**src/rtl/fetch_unit.sv**
```systemverilog
// Instruction-fetch stage: owns the program counter, drives the instruction
// memory read port and hands {instr, pc, pc+step} to the IF/ID latch. It
// absorbs memory wait states, downstream stalls, redirects and halt.
module fetch_unit #(
  parameter logic [31:0] PC_RESET = 32'h0000_0000,
  parameter logic [31:0] PC_STEP  = 32'd4
) (
  input  logic        CLK,
  input  logic        nRST,
  input  logic        ihit,
  input  logic [31:0] imemload,
  output logic        iREN,
  output logic [31:0] imemaddr,
  input  logic        stall,
  input  logic        redirect_en,
  input  logic [31:0] redirect_pc,
  input  logic        halt,
  output logic [31:0] instr_o,
  output logic [31:0] curr_pc_o,
  output logic [31:0] npc_o,
  output logic        valid_o
);

  // FETCH: request outstanding; DISCARD: in-flight word belongs to a
  // squashed path; HOLD: fetched word parked while downstream is stalled;
  // HALTED: fetch permanently stopped until reset.
  typedef enum logic [1:0] {
    FETCH   = 2'd0,
    DISCARD = 2'd1,
    HOLD    = 2'd2,
    HALTED  = 2'd3
  } state_t;

  state_t      state_r, state_nxt_s;
  logic [31:0] pc_r, pc_nxt_s;
  logic [31:0] tgt_r, tgt_nxt_s;
  logic [31:0] buf_instr_r, buf_instr_nxt_s;
  logic [31:0] buf_pc_r, buf_pc_nxt_s;

  logic        ren_s;
  logic        valid_s;
  logic [31:0] instr_s;
  logic [31:0] cpc_s;
  logic [31:0] npc_s;
  logic [31:0] pc_inc_s;
  logic [31:0] buf_npc_s;

  // Sequential successors wrap naturally modulo 2^32.
  assign pc_inc_s  = pc_r + PC_STEP;
  assign buf_npc_s = buf_pc_r + PC_STEP;

  // The request address is always the pc register, so it stays stable
  // for as long as a request waits on ihit.
  assign imemaddr = pc_r;

  // State and datapath registers.
  always_ff @(posedge CLK or negedge nRST) begin
    if (!nRST) begin
      state_r     <= FETCH;
      pc_r        <= PC_RESET;
      tgt_r       <= 32'h0000_0000;
      buf_instr_r <= 32'h0000_0000;
      buf_pc_r    <= 32'h0000_0000;
    end else begin
      state_r     <= state_nxt_s;
      pc_r        <= pc_nxt_s;
      tgt_r       <= tgt_nxt_s;
      buf_instr_r <= buf_instr_nxt_s;
      buf_pc_r    <= buf_pc_nxt_s;
    end
  end

  // Next-state and unresolved outputs; halt beats redirect beats hit/stall.
  always_comb begin
    state_nxt_s     = state_r;
    pc_nxt_s        = pc_r;
    tgt_nxt_s       = tgt_r;
    buf_instr_nxt_s = buf_instr_r;
    buf_pc_nxt_s    = buf_pc_r;
    ren_s           = 1'b0;
    valid_s         = 1'b0;
    instr_s         = 32'h0000_0000;
    cpc_s           = 32'h0000_0000;
    npc_s           = 32'h0000_0000;

    case (state_r)
      FETCH: begin
        ren_s   = 1'b1;
        instr_s = imemload;
        cpc_s   = pc_r;
        npc_s   = pc_inc_s;
        if (halt) begin
          state_nxt_s = HALTED;
        end else if (redirect_en) begin
          if (ihit) begin
            // Returned word is on the wrong path; refetch at the target.
            pc_nxt_s = redirect_pc;
          end else begin
            // Request cannot be abandoned; remember where to go once it lands.
            tgt_nxt_s   = redirect_pc;
            state_nxt_s = DISCARD;
          end
        end else if (ihit) begin
          pc_nxt_s = pc_inc_s;
          if (stall) begin
            buf_instr_nxt_s = imemload;
            buf_pc_nxt_s    = pc_r;
            state_nxt_s     = HOLD;
          end else begin
            valid_s = 1'b1;
          end
        end else begin
          state_nxt_s = FETCH;
        end
      end

      DISCARD: begin
        ren_s = 1'b1;
        if (halt) begin
          state_nxt_s = HALTED;
        end else if (ihit) begin
          pc_nxt_s    = redirect_en ? redirect_pc : tgt_r;
          state_nxt_s = FETCH;
        end else if (redirect_en) begin
          tgt_nxt_s = redirect_pc;
        end else begin
          state_nxt_s = DISCARD;
        end
      end

      HOLD: begin
        instr_s = buf_instr_r;
        cpc_s   = buf_pc_r;
        npc_s   = buf_npc_s;
        if (halt) begin
          state_nxt_s = HALTED;
        end else if (redirect_en) begin
          pc_nxt_s    = redirect_pc;
          state_nxt_s = FETCH;
        end else if (!stall) begin
          valid_s     = 1'b1;
          state_nxt_s = FETCH;
        end else begin
          state_nxt_s = HOLD;
        end
      end

      HALTED: begin
        state_nxt_s = HALTED;
      end

      default: begin
        state_nxt_s = FETCH;
      end
    endcase
  end

  // Outputs are forced quiet while reset is asserted.
  always_comb begin
    if (nRST) begin
      iREN      = ren_s;
      valid_o   = valid_s;
      instr_o   = instr_s;
      curr_pc_o = cpc_s;
      npc_o     = npc_s;
    end else begin
      iREN      = 1'b0;
      valid_o   = 1'b0;
      instr_o   = 32'h0000_0000;
      curr_pc_o = 32'h0000_0000;
      npc_o     = 32'h0000_0000;
    end
  end

endmodule

```
**config.mk**
```make
export PLATFORM = sky130hd
export DESIGN_NAME = fetch_unit
export DESIGN_NICKNAME = d
export VERILOG_FILES = /design/src/rtl/fetch_unit.sv
export SDC_FILE = /design/constraint.sdc
export NUM_CORES = 1
export LEC_CHECK = 0
export BUFFER_PORTS_ARGS = -buffer_cell sky130_fd_sc_hd__buf_4
export CAP_MARGIN = 5
export CORE_AREA = 4 4 112 220
export DETAILED_ROUTE_END_ITERATION = 8
export DIE_AREA = 0 0 116 224
export HOLD_SLACK_MARGIN = 0.12
export PLACE_DENSITY = 0.7
export SYNTH_ARGS = -nofsm -noshare
export SYNTH_HDL_FRONTEND = slang
export SYNTH_SLANG_ARGS = --single-unit
```
**constraint.sdc**
```tcl
create_clock -name CLK -period 4.48 [get_ports CLK]
set_input_delay 0.224 -clock CLK [delete_from_list [all_inputs] [get_ports CLK]]
set_output_delay 0.224 -clock CLK [all_outputs]
set_load 0.03 [all_outputs]
```
### Word level (Yosys, flattened, before mapping)

Index checks and enable logic that the tools add are counted.

| operators by class | value |
|---|---|
| bitwise gates (word level) | 2 |
| add/subtract/negate cells | 2 |
| reduce and logical (&&, ||, !) cells | 8 |
| equality and inequality tests | 15 |
| multiplexer cells | 44 |

Operator list:

| kind | number |
|---|---|
| $mux 32 | 17 |
| $pmux 32 s2 | 4 |
| $pmux 32 s3 | 1 |
| $add 32x3->32 const B | 2 |
| $mux 2 | 11 |
| $ne 2x2->1 const B | 9 |
| $ne 4x4->1 const B | 3 |
| $mux 1 | 9 |
| $pmux 2 s4 | 1 |
| $reduce_and 7->1 | 1 |
| $reduce_and 6->1 | 1 |
| $reduce_and 5->1 | 1 |
| $eq 2x2->1 const B | 2 |
| $reduce_and 3->1 | 1 |
| $reduce_bool 3->1 | 1 |
| $eq 2x1->1 const B | 1 |
| $logic_not 2->1 | 1 |
| $not 1->1 | 2 |
| $pmux 1 s2 | 1 |
| $reduce_bool 2->1 | 1 |
| $reduce_or 2->1 | 1 |

| storage, ports and cells | value |
|---|---|
| output and inout port bits | 130 |
| bits of input ports | 70 |
| bits in registers | 130 |
| logic and storage cells | 76 |

### Depth between registers and ports, before layout

| logic depth | value |
|---|---|
| depth in word-level cells | 6 |
| gate-level depth with buffers | 10 |
| depth with buffers taken out | 7 |

### Worst setup path before layout

Ideal clock, no wire load.

| timing path | value |
|---|---|
| path kind | register to output |
| start point | register pc_r[8], in the netlist imemaddr[8] |
| end point | output npc_o[26] |
| path slack | 1,828 ps |
| path buffers | 1 |
| stages on the path, launching flop included | 7 |
| required time | 4,256 ps |
| data arrival time | 2,428 ps |
| cell sequence | dfrtp_1 -> buf_4 -> nand4_4 -> or4_4 -> or2_2 -> xor2_1 -> o22ai_1 |

| on the way | value |
|---|---|
| word-level cells in the longest chain between the ends | 3 |

Ends and longest elaborated chain:

| what | line | source |
|---|---|---|
| start: declaration | 35 | `logic [31:0] pc_r, pc_nxt_s;` |
| start signal: assignment | 66 | `pc_r <= pc_nxt_s;` |
| $add 32x3->32 | 49 | `assign pc_inc_s = pc_r + PC_STEP;` |
| $pmux 32 s2 | 86 | `case (state_r)` |
| $mux 32 | 160 | `if (nRST) begin` |
| end: declaration | 20 | `output logic [31:0] npc_o,` |

Every way passes these cells.

### Worst setup path in the final report

| timing path | value |
|---|---|
| start point | register state_r[0] |
| end point | output npc_o[22] |

| on the way | value |
|---|---|
| word-level cells in the longest chain between the ends | 3 |
| elaborated cells between the ends (all ways) | 4 |
| those cells by class | eq/ne: 1; mux: 2; reduce/logical: 1 |

Ends and longest elaborated chain:

| what | line | source |
|---|---|---|
| start: declaration | 34 | `state_t state_r, state_nxt_s;` |
| start signal: assignment | 65 | `state_r <= state_nxt_s;` |
| $eq 2x2->1 or $logic_not 2->1 (tied branches) | 86 |  |
| $pmux 32 s2 * | 86 |  |
| $mux 32 * | 160 |  |

Every way passes the cells marked *; elsewhere a longest branch is shown, timed or not.

==> impl_metrics.csv <==
group,metric,value,unit
status,outcome,"completed",
logic_synthesis,synthAdderAreaFrac,0.00828,
critical_path,path_class,"reg2out",
timing,period_minus_slack,3.25,ns
logic_synthesis,synth.yosys.seq_area_share,0.359,
floorplan,rows,78,
floorplan,core-area,0.0228,mm^2
logic_synthesis,synthCells,971,
timing,rsz0062_at_grt,"no",
timing,finalSetupTns,0,ns
critical_path,arrival,3.03,ns
drt,avgRoutedWirePerCell,20.8,um
min_path,min_path_cells,3,
min_path,hp-class,"in2reg",
timing,skew,0.00846,ns
critical_path,cp.required,4.26,ns
final_layout,drive_above_1_share,0.307,
floorplan,die_area,0.0260,mm^2
logic_synthesis,yosys_warnings,0,
clock_tree,cts_setup_buffers,0,
drt,vias_per_cell,5.85,
final_layout,syn2layout_area_growth,30.7,%
flow_run,cap_violations,0,
global_route,grt_start_max_net_pins,128,
logic_synthesis,yosys.area_share.simple,0.188,
critical_path,crit-reg2reg-launch,"state_r[1]",
logic_synthesis,synth-seq-cells,130,
floorplan,ios,200,
floorplan,start_util,0.397,
logic_synthesis,ys.flop_type,"dfrtp_1",
clock_tree,cts_max_level,4,
logic_synthesis,synth.distinct_cells,68,
power_and_ir_drop,power.leakage,4.98,nW
placed_design,dp.cells,1365,
placed_design,dpl_cell_area,0.0106,mm^2
logic_synthesis,syn_area,0.00907,mm^2
drt,drtPass1Iterations,9,
drt,ant_nets,0,
drt,wl,30.4,mm
final_layout,instances_no_fill,1462,
power_and_ir_drop,power-per-cell-area,700,mW/mm^2
timing,max_freq,0.307,GHz
clock_tree,root_buffer,"clkbuf_16",
clock_tree,cts.clk_slew.worst_paths,0.06,ns
global_route,grt_pass1_vias,8383,
timing,drv_slew,0,
floorplan,die_h,224,um
logic_synthesis,synth_compound_area_frac,0.186,
placed_design,dp_hpwl,21.7,mm
drt,drt_first_iter_violations,648,
clock_tree,clock_path_buffers,2,
timing,min_period_over_period,0.726,
critical_path,end_kind,"primary output",
min_path,holdPathEnd,"state_r[1]",
logic_synthesis,synth_edf_count,0,
clock_tree,insertion_delay,0.43,ns
power_and_ir_drop,vdd_ir_drop_max,0.405,mV
global_route,grt_overflow_total,0,
timing,finalSetupViolations,0,
clock_tree,cts_tree,"built",
critical_path,worst-path-max-fanout,39,
clock_tree,clock-sinks,130,
placed_design,portBuffers,199,
final_layout,final_area,0.0118,mm^2
final_layout,layout.nets,1245,
drt,routed-via-count,8557,
global_route,antenna_found_initial,1,
clock_tree,cts_buffers,17,
critical_path,r2r_cells,7,
final_layout,post-route-util,0.519,
timing,worst-slew-pin-transition,1.04,ns
critical_path,r2r_slack,1.58,ns
clock_tree,cts_resized,0,
logic_synthesis,synth_mux_area_frac,0.141,
floorplan,die_x,116,um
logic_synthesis,syn_avg_cell_area,9.34,um^2
logic_synthesis,async_flop_share,1.00,
logic_synthesis,syn_nets,1047,
global_route,grt_pass1_wl,46.7,mm
logic_synthesis,yosys.area_share.xor_xnor,0.0522,
placed_design,place.gp.congestion,0.959,
drt,route.detailed.drc,0,
critical_path,rr_endpoint,"imemaddr[10]",
global_route,track_usage,0.230,
logic_synthesis,synth_top_family_by_area,"simple AND/OR/NAND/NOR gates",
min_path,hold_start,"halt",
critical_path,cp-start-kind,"flip-flop",
timing,maxSlewHeadroom,0.308,
timing,hold_viol,0,
-- power breakdown --
part	switching [W]	total, W	internal [W]
logic	0.00255	0.00427	0.00172
clock network	0.000528	0.00154	0.00101
registers	0.000750	0.00248	0.00173
total	0.00383	0.00829	0.00446
-- metal layers --
layer  GRT usage  wire length (um)  up-vias
met5           0                 0        -
met4       0.127              1580        0
met3      0.0430              1610       83
li1            -                 -     3954
met1       0.252             11000     4194
met2       0.408             16200      326
-- area by class of cell --
cell class	count	area (um^2)
fill	2059	11000
multi-input combinational	720	5250
sequential	130	3250
timing repair buffer	277	2260
clock buffer	22	464
tap	280	350
clock inverter	9	179
inverter	23	86.3
antenna	1	2.50
-- what timing repair did --
item                                    in CTS  in global routing
endpoints found under the setup margin       0                  0
hold endpoints to repair                    92                  0
hold buffers                                65                  0
-- logic make-up after synthesis --
kind of cell             count (synthesis)
flip-flops                             130
multiplexers                           116
XOR/XNOR                                54
adder cells (fa/ha/maj)                  6
buffers and inverters                  121
AND/OR/NAND/NOR                        298
AO/OA/AOI/OAI                          246
-- registers in the layout (all words and copies together), names as in the netlist --
register and flops:
buf_instr_r 32, buf_pc_r 32, imemaddr 32, tgt_r 32, state_r 2
-- placed cells by master, fill, tap and decap left out, types with 36 or more instances in the layout --
cell / Yosys / final
buf_4: 9 / 210
a21oi_1: 40 / 40
o21ai_0: 36 / 36
a22oi_1: 76 / 76
nor2b_1: 77 / 77
xnor2_1: 44 / 44
dfrtp_1: 130 / 130
nand2_1: 74 / 74
dlygate4sd3_1: 0 / 65
mux2_2: 97 / 97
-- metrics by stage --
stage,setup slack (ns),hold WS [ns],total power [W]
global route,1.10,0.194,0.00875
CTS,1.25,0.138,0.00828
floorplan,1.83,-0.0716,0.00535
finish,1.23,0.163,0.00829
detailed placement,1.63,0.161,0.00666
global placement,1.68,0.156,0.00657
-- how the worst max path moves through the flow --
| stage | from | endpoint | slack, ns | cells past startpoint |
|---|---|---|---|---|
| after floorplan | imemaddr[8] | npc_o[26] | 1.83 | 6 |
| after global placement | state_r[1] | imemaddr[10] | 1.68 | 7 |
| after global routing | state_r[0] | npc_o[19] | 1.10 | 8 |
| final | state_r[0] | npc_o[22] | 1.23 | 7 |
| after detailed placement | state_r[1] | imemaddr[10] | 1.63 | 7 |
| after CTS | state_r[0] | npc_o[22] | 1.25 | 7 |
-- cell usage after synthesis, drive strengths merged (18+ instances only) --
master,instances,area share
nand3,28,0.016
nor4,20,0.018
nor2,25,0.010
a21oi,40,0.022
mux2,97,0.12
dfrtp,130,0.36
mux2i,19,0.021
nand2,74,0.031
clkbuf,59,0.025
o22ai,21,0.014
inv,23,0.0095
buf,39,0.031
nor2b,77,0.053
nor3,18,0.010
xnor2,44,0.043
a22oi,76,0.063
o21ai,37,0.020
-- worst max-delay path, stage by stage, from the launching register on --
cell and delay, ns:
dfrtp_1 0.43, inv_1 0.15, ha_2 0.31, buf_4 0.45, nand2_1 0.56, inv_1 0.25
a32o_1 0.23, buf_4 0.19
Power figures use the tool's default switching activity.
